<file path="src/rtl/fifo_pkg.sv">
// Shared constants for the FIFO read-side streaming block.
//   DW_DEF    : default data width (matches upstream FIFO read width)
//   DEPTH_DEF : default output buffer depth (power of 2, >= 4)
//   CW_DEF    : default beat-counter width
//   PTR_W     : buffer index width for the default depth, log2(DEPTH_DEF)
package fifo_pkg;

    localparam int unsigned DW_DEF    = 64;
    localparam int unsigned DEPTH_DEF = 4;
    localparam int unsigned CW_DEF    = 32;

    // Index width for a buffer of the given depth; pointers carry one extra wrap bit.
    function automatic int unsigned ptr_w(input int unsigned depth);
        return $clog2(depth);
    endfunction

    localparam int unsigned PTR_W = ptr_w(DEPTH_DEF);

endpackage

</file>
<file path="src/rtl/ccnt.sv">
// Wrapping up-counter with enable.
//   clk  : clock
//   rstn : asynchronous active-low reset, clears the count
//   en   : increment by one on this edge
//   cnt  : current count, wraps from 2^W-1 to 0
module ccnt #(
    parameter int unsigned W = 8
) (
    input  logic         clk,
    input  logic         rstn,
    input  logic         en,
    output logic [W-1:0] cnt
);

    logic [W-1:0] cnt_q;
    logic [W-1:0] cnt_d;

    always_comb begin
        cnt_d = cnt_q;
        if (en) begin
            cnt_d = cnt_q + W'(1);
        end
    end

    always_ff @(posedge clk or negedge rstn) begin
        if (!rstn) begin
            cnt_q <= '0;
        end else begin
            cnt_q <= cnt_d;
        end
    end

    assign cnt = cnt_q;

endmodule

</file>
<file path="src/rtl/fifo_rd_stream.sv">
// Drains an upstream FIFO read port (1-cycle read latency) into a small
// output buffer and presents it as a valid/ready stream.
//   clk, rstn   : clock (shared with upstream rclk), async active-low reset
//   fifo_rempty : upstream empty flag
//   fifo_rinc   : upstream pop request (never asserted while empty)
//   fifo_rdata  : upstream data, valid the cycle after an accepted pop
//   m_valid     : stream valid, head entry present
//   m_ready     : stream ready
//   m_data      : stream data, taken straight from the head entry
//   flush       : synchronous clear of buffered and in-flight data
//   beat_cnt    : number of beats delivered, wrapping
//   level       : buffer occupancy, 0..DEPTH
module fifo_rd_stream
    import fifo_pkg::*;
#(
    parameter int unsigned DW    = DW_DEF,
    parameter int unsigned DEPTH = DEPTH_DEF,
    parameter int unsigned CW    = CW_DEF
) (
    input  logic                   clk,
    input  logic                   rstn,
    input  logic                   fifo_rempty,
    output logic                   fifo_rinc,
    input  logic [DW-1:0]          fifo_rdata,
    output logic                   m_valid,
    input  logic                   m_ready,
    output logic [DW-1:0]          m_data,
    input  logic                   flush,
    output logic [CW-1:0]          beat_cnt,
    output logic [ptr_w(DEPTH):0]  level
);

    localparam int unsigned AW = ptr_w(DEPTH);
    localparam int unsigned LW = AW + 1;

    // Pointers are AW index bits plus one wrap bit.
    logic [AW:0]   wptr_q, wptr_d;
    logic [AW:0]   rptr_q, rptr_d;
    logic          inflight_q, inflight_d;
    logic [DW-1:0] mem_q [DEPTH];

    logic [LW-1:0] level_c;
    logic [LW:0]   occ_c;
    logic          room_c;
    logic          xfer_c;

    // Occupancy from wrap-bit pointers: equal means empty, DEPTH means full.
    assign level_c = wptr_q - rptr_q;
    assign occ_c   = (LW+1)'(level_c) + (LW+1)'(inflight_q);
    assign room_c  = occ_c < (LW+1)'(DEPTH);

    // Pop is combinational so flush, empty and reset suppress it in the same cycle.
    assign fifo_rinc = rstn && !fifo_rempty && !flush && room_c;

    assign m_valid = (wptr_q != rptr_q);
    assign m_data  = mem_q[rptr_q[AW-1:0]];
    assign xfer_c  = m_valid && m_ready;
    assign level   = level_c;

    // Next-state for pointers and the in-flight pop marker.
    always_comb begin
        wptr_d     = wptr_q;
        rptr_d     = rptr_q;
        inflight_d = fifo_rinc;
        if (inflight_q) begin
            wptr_d = wptr_q + (AW+1)'(1);
        end
        if (xfer_c) begin
            rptr_d = rptr_q + (AW+1)'(1);
        end
        // Flush drops buffered data and the data returning for last cycle's pop.
        if (flush) begin
            wptr_d     = '0;
            rptr_d     = '0;
            inflight_d = 1'b0;
        end
    end

    always_ff @(posedge clk or negedge rstn) begin
        if (!rstn) begin
            wptr_q     <= '0;
            rptr_q     <= '0;
            inflight_q <= 1'b0;
        end else begin
            wptr_q     <= wptr_d;
            rptr_q     <= rptr_d;
            inflight_q <= inflight_d;
        end
    end

    // Storage captures read data the cycle after the pop; no reset needed.
    always_ff @(posedge clk) begin
        if (inflight_q && !flush) begin
            mem_q[wptr_q[AW-1:0]] <= fifo_rdata;
        end
    end

    // Beat counter advances on every transfer, including one during flush.
    ccnt #(
        .W(CW)
    ) u_beat_cnt (
        .clk (clk),
        .rstn(rstn),
        .en  (xfer_c),
        .cnt (beat_cnt)
    );

endmodule

</file>
<file path="config.mk">
export PLATFORM = sky130hd
export DESIGN_NAME = fifo_rd_stream
export DESIGN_NICKNAME = d
export VERILOG_FILES = /design/src/rtl/fifo_pkg.sv /design/src/rtl/ccnt.sv /design/src/rtl/fifo_rd_stream.sv
export SDC_FILE = /design/constraint.sdc
export NUM_CORES = 1
export LEC_CHECK = 0
export BUFFER_PORTS_ARGS = -buffer_cell sky130_fd_sc_hd__buf_2
export CORE_MARGIN = 2
export CORE_UTILIZATION = 60
export CTS_BUF_LIST = sky130_fd_sc_hd__clkbuf_4 sky130_fd_sc_hd__clkbuf_8
export CTS_CLUSTER_DIAMETER = 30
export DETAILED_ROUTE_END_ITERATION = 16
export GPL_TIMING_DRIVEN = 0
export PLACE_DENSITY = 0.93
export SYNTH_ARGS = -nofsm -noshare
export SYNTH_HDL_FRONTEND = slang
export SYNTH_SLANG_ARGS = --single-unit
</file>
<file path="constraint.sdc">
create_clock -name clk -period 7.6 [get_ports clk]
set_input_delay 0.38 -clock clk [delete_from_list [all_inputs] [get_ports clk]]
set_output_delay 0.38 -clock clk [all_outputs]
set_load 0.01 [all_outputs]
</file>
# --- Word level (Yosys, flattened, before mapping) ---
# Memory sizes are Yosys's and may differ from the RTL's.
# Cells that the tools add are included.
totals:
  regBits: 39
  latch_bits: 0
  mem_bits_rw: 256
  romBits: 0
  in_bits: 69
  output_inout_bits: 101
  elab_cells: 28
  memories: 1
mem_list:
  columns: ["memory", "depth", "width", "read_ports", "rd_ports_with_merged_regs", "wr", "line_no", "text"]
  rows:
  - ["mem_q", 4, 64, 1, 0, 1, "fifo_rd_stream.sv:40", "logic [DW-1:0] mem_q [DEPTH];"]
op_classes:
  n_addsub: 5
  mul: 0
  n_div: 0
  n_lt_le_gt_ge: 1
  eq_ne: 1
  n_shift: 0
  muxes: 7
  bitwise_logic: 0
  n_reduce_logical: 9
op_table:
  columns: ["operator", "count"]
  rows:
  - ["32-bit by 1-bit adder with 32-bit output (second input constant)", 1]
  - ["3-bit 2-to-1 mux", 4]
  - ["3-bit by 1-bit adder with 3-bit output (second input constant)", 2]
  - ["1-bit logical AND", 5]
  - ["3-bit by 1-bit adder with 4-bit output", 1]
  - ["4-bit by 3-bit < comparator with 1-bit output (second input constant)", 1]
  - ["2-bit nonzero test", 2]
  - ["1-bit 2-to-1 mux", 3]
  - ["3-bit inequality test", 1]
  - ["3-bit subtractor", 1]
  - ["1-bit zero test", 2]

# --- Logic depth before layout (Yosys ltp) ---
# Gate-level depths: netlist (run 1).
depth:
  word_depth: 5
  mapped_depth: 9
  depth_no_buf: 6

# --- Hierarchy ---
# A second synthesis (run 1) with hierarchy kept.
unflattened:
  hier_cells: 518
  area_unflattened_um2: 11275.8
modules_own_cells:
  columns: ["module", "n_inst", "cells_per_inst", "area_each_um2", "seq_area_each_um2"]
  rows:
  - ["fifo_rd_stream", 1, 395, 9826.9, 7862.5]
  - ["ccnt", 1, 123, 1448.9, 800.8]

# --- Worst setup path after synthesis (run 1) ---
# No wires, ideal clock.
synth_path:
  path_type: "register to register"
  start: "reg inflight_q"
  end: "mem mem_q[0][0] in the netlist's numbering, enable pin"
  setup_ps: 429
  arrival_ps: 2263
  t_required_ps: 7171
  slack_ps: 4908
  stages_incl_launch_ff: 4
  path_buffers: 1
  synth_period_minus_slack_ps: 2692
  cell_sequence: "dfrtp_1 clkbuf_1 nor2b_1 and2_1"
synth_between:
  elab_chain_len: 3
synth_lines:
  columns: ["element", "line_no", "text"]
  rows:
  - ["start, declared", "fifo_rd_stream.sv:39", "logic inflight_q, inflight_d;"]
  - ["start signal, assigned", "fifo_rd_stream.sv:87", "inflight_q <= inflight_d;"]
  - ["1-bit logical AND", "fifo_rd_stream.sv:93", "if (inflight_q && !flush) begin"]
  - ["1-bit 2-to-1 mux", "fifo_rd_stream.sv:93", null]
  - ["1-bit 2-to-1 mux (implied by the code)", "fifo_rd_stream.sv:94", "mem_q[wptr_q[AW-1:0]] <= fifo_rdata;"]
  - ["end, declared", "fifo_rd_stream.sv:40", null]
# No other way between the ends.

# --- Final worst setup path (run 1) ---
layout_path:
  start: "reg rptr_q[1]"
  end: "out m_valid"
layout_between:
  elab_chain_len: 1
layout_lines:
  columns: ["element", "line_no", "text"]
  rows:
  - ["start, declared", "fifo_rd_stream.sv:38", "logic [AW:0] rptr_q, rptr_d;"]
  - ["start signal, assigned", "fifo_rd_stream.sv:86", "rptr_q <= rptr_d;"]
  - ["3-bit inequality test", "fifo_rd_stream.sv:55", "assign m_valid = (wptr_q != rptr_q);"]
  - ["end, declared", "fifo_rd_stream.sv:25", "output logic m_valid,"]
# No other way between the ends.

==> results.toml, run 1 <==
[run_status]
outcome = "finished clean"

[routing]
postRouteAntennaNets = 0
drc = 0
drt-total-wl_mm = 22.0
wl_per_cell_um = 21.5
drt_iter0_markers = 461
drt-vias-per-instance = 5.74
firstDrtPassIters = 4
vias = 5888

[grt]
antenna_found_initial = 2
grt_pass1_wl_mm = 33.8
grt_util_all_layers_pct = 22.5
grt_max_degree = 44
grt_overflow_total = 0
grt_pass1_vias = 6247

[pwr]
p_clk_share_pct = 41.8
pwr-share-seq_pct = 49.3
pwr-share-comb_pct = 8.8
peakVddDrop_uv = 218
internal_power_mw = 2.86
finalPower_mw = 3.67
p_per_area_nw_per_um2 = 269
p_leak_nw = 5.02
switching_power_mw = 0.808
switching_share_pct = 22.0

[clock_network]
cts_root_buf = "clkbuf_8"
htree_levels = 2
cts_tree = "built"
cts_num_sinks = 295
path_clk_slew_ps = 60
clock_tree.buffer_depth = 3
clk_latency_ps = 550
cts_made_buffers = 49

[die]
die_w_um = 141
die_h_um = 141
io_pins = 170
rows = 50
die_area_um2 = 19900
start_util_pct = 60.6
core_um2 = 18600

[sta]
max_freq_mhz = 278
finalSetupViolCount = 0
fin_skew_ps = 17.0
layout_min_cycle_time_ps = 3600
slew_headroom_pct = 39.5
rsz0062_at_grt = "no"
fin_crit_sh_pct = 47.3
finalMaxSlewViolations = 0
worst_pin_slew_ps = 908
worst_slack_ps = 4000
whs_ps = 34.5
setup-tns-final_ps = 0
hold_viol_final = 0

[placed_design]
routabilityCongestion = 0.854
dpl_cell_area_um2 = 12500
place_ws_ps = 4400
dp.cells = 931
port_buffers = 168
place.detailed.hpwl_mm = 14.0

[yosys]
ys_seq_elements = 295
syn-mean-instance-area_um2 = 21.4
syn-cell-area_um2 = 11300
synth-edff-count = 256
synthCells = 525
syn_nets = 603
synth_async_sr_flop_share_pct = 13.2
ys_types = 38
synth_ff_type = "edfxtp_1"
yosys_warnings = 0
seq_area_frac_synth_pct = 77.0

[layout]
post-route-util_pct = 73.4
fin_cells = 1025
finalInstanceArea_um2 = 13600
nFillCells = 1019
layout.nets = 831
synthToLayoutAreaGrowth_pct = 21.2
drive_gt1_share_pct = 43.5

[setup_path]
max_stage_delay_ps = 590
critPathLaunchType = "flop"
cp.required_ps = 7220
worst_ep_arrival_time_ps = 3220
path_cells = "clkbuf_1, buf_1, inv_1, ha_1, nand2_1, or2_2, buf_2"
critPathSlowestCell = "buf_1"
end_kind = "output pin"
worstSetupPathType = "reg -> out"
cp_max_fo = 10

[min_path]
hold_path.class = "in -> reg"

[flow_run]
maxCapViolations = 0
==> cell type report <==
cell class                 count  area, µm²  area share, %
sequential                   295       8660           63.5
clock buffer                  62        778           5.70
timing repair buffer         177        986           7.23
buffer                        19       95.1          0.697
inverter                      11       41.3          0.303
multi-input combinational    200       2460           18.1
antenna                        2       5.00         0.0367
clock inverter                25        315           2.31
tap                          234        293           2.15
==> cell families after synthesis <==
group / after synthesis / synth area share (%)
DFF: 295 / 77.0
and+or+nand+nor: 81 / 4.22
muxes: 65 / 12.9
xor gates and xnor gates: 37 / 2.95
buffers and inverters: 30 / 1.21
adders and majority gates: 9 / 1.07
AOI/OAI and AO/OA: 8 / 0.678
==> state kept, by name (all words and copies together) (netlist names) <==
signal and flops:
rptr_q 3, inflight_q 1, wptr_q 3, u_beat_cnt.cnt 32, mem_q 256
==> path summary, 6_finish.rpt <==
check	cells after the start	slack, ps	startpoint	end
min reg2reg	1	490	u_beat_cnt.cnt[31]	u_beat_cnt.cnt[31]
min	1	30	fifo_rdata[53]	mem_q[1][53]
min in group asynchronous	2	520	rstn	u_beat_cnt.cnt[3]
max	7	4000	rptr_q[1]	m_valid
max in group asynchronous	2	6510	rstn	u_beat_cnt.cnt[14]
max reg2reg	8	4370	rptr_q[1]	u_beat_cnt.cnt[13]
==> Yosys cell counts (2+ instances only) <==
library cell  count  area share, %
a311oi_1          2           0.16
and2_1            4           0.22
and4_1            4           0.31
and4_2            2           0.18
buf_1             2          0.067
buf_2             6           0.27
buf_6             2           0.20
clkbuf_1          8           0.27
dfrtp_1          39            8.7
edfxtp_1        256             68
ha_1              8           0.89
inv_1            11           0.37
mux4_2           64             13
nand2_1          18           0.60
nand3_1           8           0.36
nand4_1           6           0.33
nor2_1           10           0.33
nor3_1           16           0.71
nor4_1            2           0.11
nor4_2            3           0.33
o2111ai_2         2           0.27
or2_2             2           0.11
xnor2_1          12           0.93
xor2_1           24            1.9
==> power by group through the flow <==
| stage | clock network, mW | logic [mW] | registers (mW) |
|---|---|---|---|
| 4_1_cts | 1.55 | 0.328 | 1.81 |
| 3_5_place_dp | 0 | 0.323 | 1.84 |
| 2_1_floorplan | 0 | 0.187 | 1.84 |
| 5_1_grt | 1.62 | 0.350 | 1.81 |
| 3_3_place_gp | 0 | 0.309 | 1.84 |
| 6_report | 1.53 | 0.324 | 1.81 |
==> cell usage in the layout (no fill, tap or decap), drive strengths merged, types with 2 or more instances in the layout <==
cell type / netlist / routed
and4: 6 / 6
nor2: 10 / 10
xor2: 25 / 25
nor3: 16 / 16
and2: 5 / 5
nand3: 9 / 9
edfxtp: 256 / 256
clkinv: 0 / 15
inv: 11 / 14
diode: 0 / 2
dfrtp: 39 / 39
nor4: 6 / 6
mux4: 64 / 64
ha: 8 / 8
a311oi: 2 / 2
xnor2: 12 / 12
buf: 10 / 182
bufinv: 0 / 7
nand2: 18 / 18
clkbuf: 9 / 71
nand4: 6 / 6
or2: 2 / 2
dlygate4sd3: 0 / 5
o2111ai: 2 / 2
==> worst max-delay path, delay by kind of cell (launching register included) <==
kind / cells / cell delay (ps)
adder cells (fa/ha/maj): 1 / 300
buffers and inverters: 4 / 1410
flip-flops: 1 / 470
AND/OR/NAND/NOR: 2 / 490
==> per-layer routing <==
metal	track usage [%]	up-vias	wire length (µm)
li1	-	2599	-
met1	28.5	3005	8480
met2	38.6	227	11700
met3	4.31	57	1180
met4	9.63	0	684
met5	0	-	0
==> what timing repair did <==
action / CTS / global route
buffers inserted: 0 / 0
hold buffers: 5 / 0
resized for setup: 0 / 0
endpoints found under the setup margin: 0 / 0
hold endpoints to repair: 54 / 0
(Power assumes the default switching activity.)
==> inputs of run 2 (changes only) <==
Settings changed: CORE_UTILIZATION 60 to 53, PLACE_DENSITY 0.93 to 0.88.
Clock period 7.6 ns to 2.9 ns, I/O delays scaled along.
==> run 2 against run 1 <==
Cell count up 11%. Core utilization down 4.7 points. Global-route usage down 0.69 points. Via count up 6.2%. Routed wire length up 8.8%. Count of clock-buffer cells in the layout up 3. Critical path type unchanged. Largest power group unchanged. Highest routed layer unchanged.
==> results.toml, run 2 (synthesized netlist as in run 1, its figures left out) <==
[run_status]
outcome = "finished clean"

[clock_network]
cts_tree = "built"
cts_root_buf = "clkbuf_8"
cts_num_sinks = 295
clock_tree.buffer_depth = 3
clk_latency_ps = 560
cts_made_buffers = 53
htree_levels = 2
path_clk_slew_ps = 60

[placed_design]
routabilityCongestion = 0.734
dp.cells = 972
place.detailed.hpwl_mm = 13.7
dpl_cell_area_um2 = 12500
port_buffers = 168

[setup_path]
max_stage_delay_ps = 530
critPathSlowestCell = "dfrtp_1"
worst_ep_arrival_time_ps = 2580
critPathLaunchType = "flop"
path_cells = "clkbuf_4, buf_4, inv_1, ha_1, nand2_1, or2_2, buf_2"
cp_max_fo = 10
end_kind = "output pin"
cp.required_ps = 2760
r2r_cells = 9
worstSetupPathType = "reg -> out"

[pwr]
peakVddDrop_uv = 433
p_per_area_nw_per_um2 = 686
p_leak_nw = 5.33

[layout]
synthToLayoutAreaGrowth_pct = 28.0
fin_cells = 1137
largest_reg_flops = 256
drive_gt1_share_pct = 40.6
final_cell_mix = "edfxtp_1, buf_2, dlygate4sd3_1"
n_antenna_cell = 0
final_common_cell = "edfxtp_1"
nFillCells = 1330
multi_input_area_um2 = 2460
finalInstanceArea_um2 = 14400
ff_latch_area_um2 = 8660
layout.nets = 898

[sta]
rsz0062_at_grt = "no"
finalMaxSlewViolations = 0
fin_crit_sh_pct = 94.1
slew_headroom_pct = 35.7
max_freq_mhz = 366
fin_skew_ps = 18.9
finalSetupViolCount = 0
worst_pin_slew_ps = 964
whs_ps = 78.0
setup-tns-final_ps = 0
hold_viol_final = 0
layout_min_cycle_time_ps = 2730

[routing]
wl_per_cell_um = 21.1
drt-vias-per-instance = 5.50
drt_iter0_markers = 416
drc = 0
drt-total-wl_mm = 24.0
postRouteAntennaNets = 0
firstDrtPassIters = 5
vias = 6252

[die]
rows = 53
io_pins = 170
start_util_pct = 53.7
die_h_um = 150
die_w_um = 150
die_area_um2 = 22400
core_um2 = 21000

[grt]
grt_pass1_vias = 6620
grt_util_all_layers_pct = 21.8
antenna_found_initial = 0
grt_max_degree = 45
grt_overflow_total = 0
grt_pass1_wl_mm = 36.5

[min_path]
worst_hold_path.num_cells = 3
hold_path.class = "in -> reg"

[flow_run]
maxCapViolations = 0
[run 2: cell types whose count changed in the layout (fill, tap and decap cells not counted), sizes merged]
cell / before / now
dlygate4sd3: 5 / 68
diode: 2 / 0
clkinvlp: 0 / 3
clkinv: 15 / 21
clkbuf: 71 / 74
inv: 14 / 12
[run 2: per-stage QoR]
stage	utilization [%]	power (mW)	setup WS (ps)
floorplan	-	5.32	208
global placement	59.4	5.65	-1010
detailed placement	59.9	5.68	-232
CTS	68.7	9.98	40.3
global route	68.7	10.2	10.3
finish	68.7	9.89	171
[run 2: metal layers]
layer  share of wire (%)  track usage [%]
met5                   0                0
met4                 2.2             6.60
met1                  39             27.7
met3                 7.7             5.34
met2                  51             37.5
[run 2: worst max-delay path, delay by kind of cell (launching register included)]
kind | cells | cell delay (ps)
simple gates | 2 | 470
flops | 1 | 530
buf+inv | 4 | 750
fa+ha+maj | 1 | 270
[run 2: report_power, final]
group          internal [mW]  total (mW)  switching [mW]
clock network           2.53        4.22            1.69
registers               4.68        4.75          0.0674
logic                  0.452       0.921           0.469
total                   7.66        9.89            2.22
[run 2: layout make-up]
class                      instances  area share (%)
timing repair buffer             240            11.2
inverter                          11           0.287
clock inverter                    32            2.36
tap                              275            2.39
multi-input combinational        200            17.1
clock buffer                      65            5.78
buffer                            19           0.712
sequential                       295            60.1
[run 2: worst paths after layout]
check | slack, ps | from | to
worst min-delay path | 80 | m_ready | u_beat_cnt.cnt[0]
worst max register to register | 240 | rptr_q[1] | rptr_q[2]
worst min register to register | 470 | u_beat_cnt.cnt[31] | u_beat_cnt.cnt[31]
min in group asynchronous | 240 | rstn | u_beat_cnt.cnt[4]
max in group asynchronous | 2100 | rstn | wptr_q[1]
worst max-delay path | 170 | rptr_q[1] | m_valid
[run 2: what timing repair did]
item / 4_1_cts / 5_1_grt
hold buffers: 68 / 0
resized for setup: 3 / 2
buffers inserted: 0 / 0
cloned: 0 / 0
endpoints found under the hold margin: 301 / 0
endpoints found under the setup margin: 69 / 2
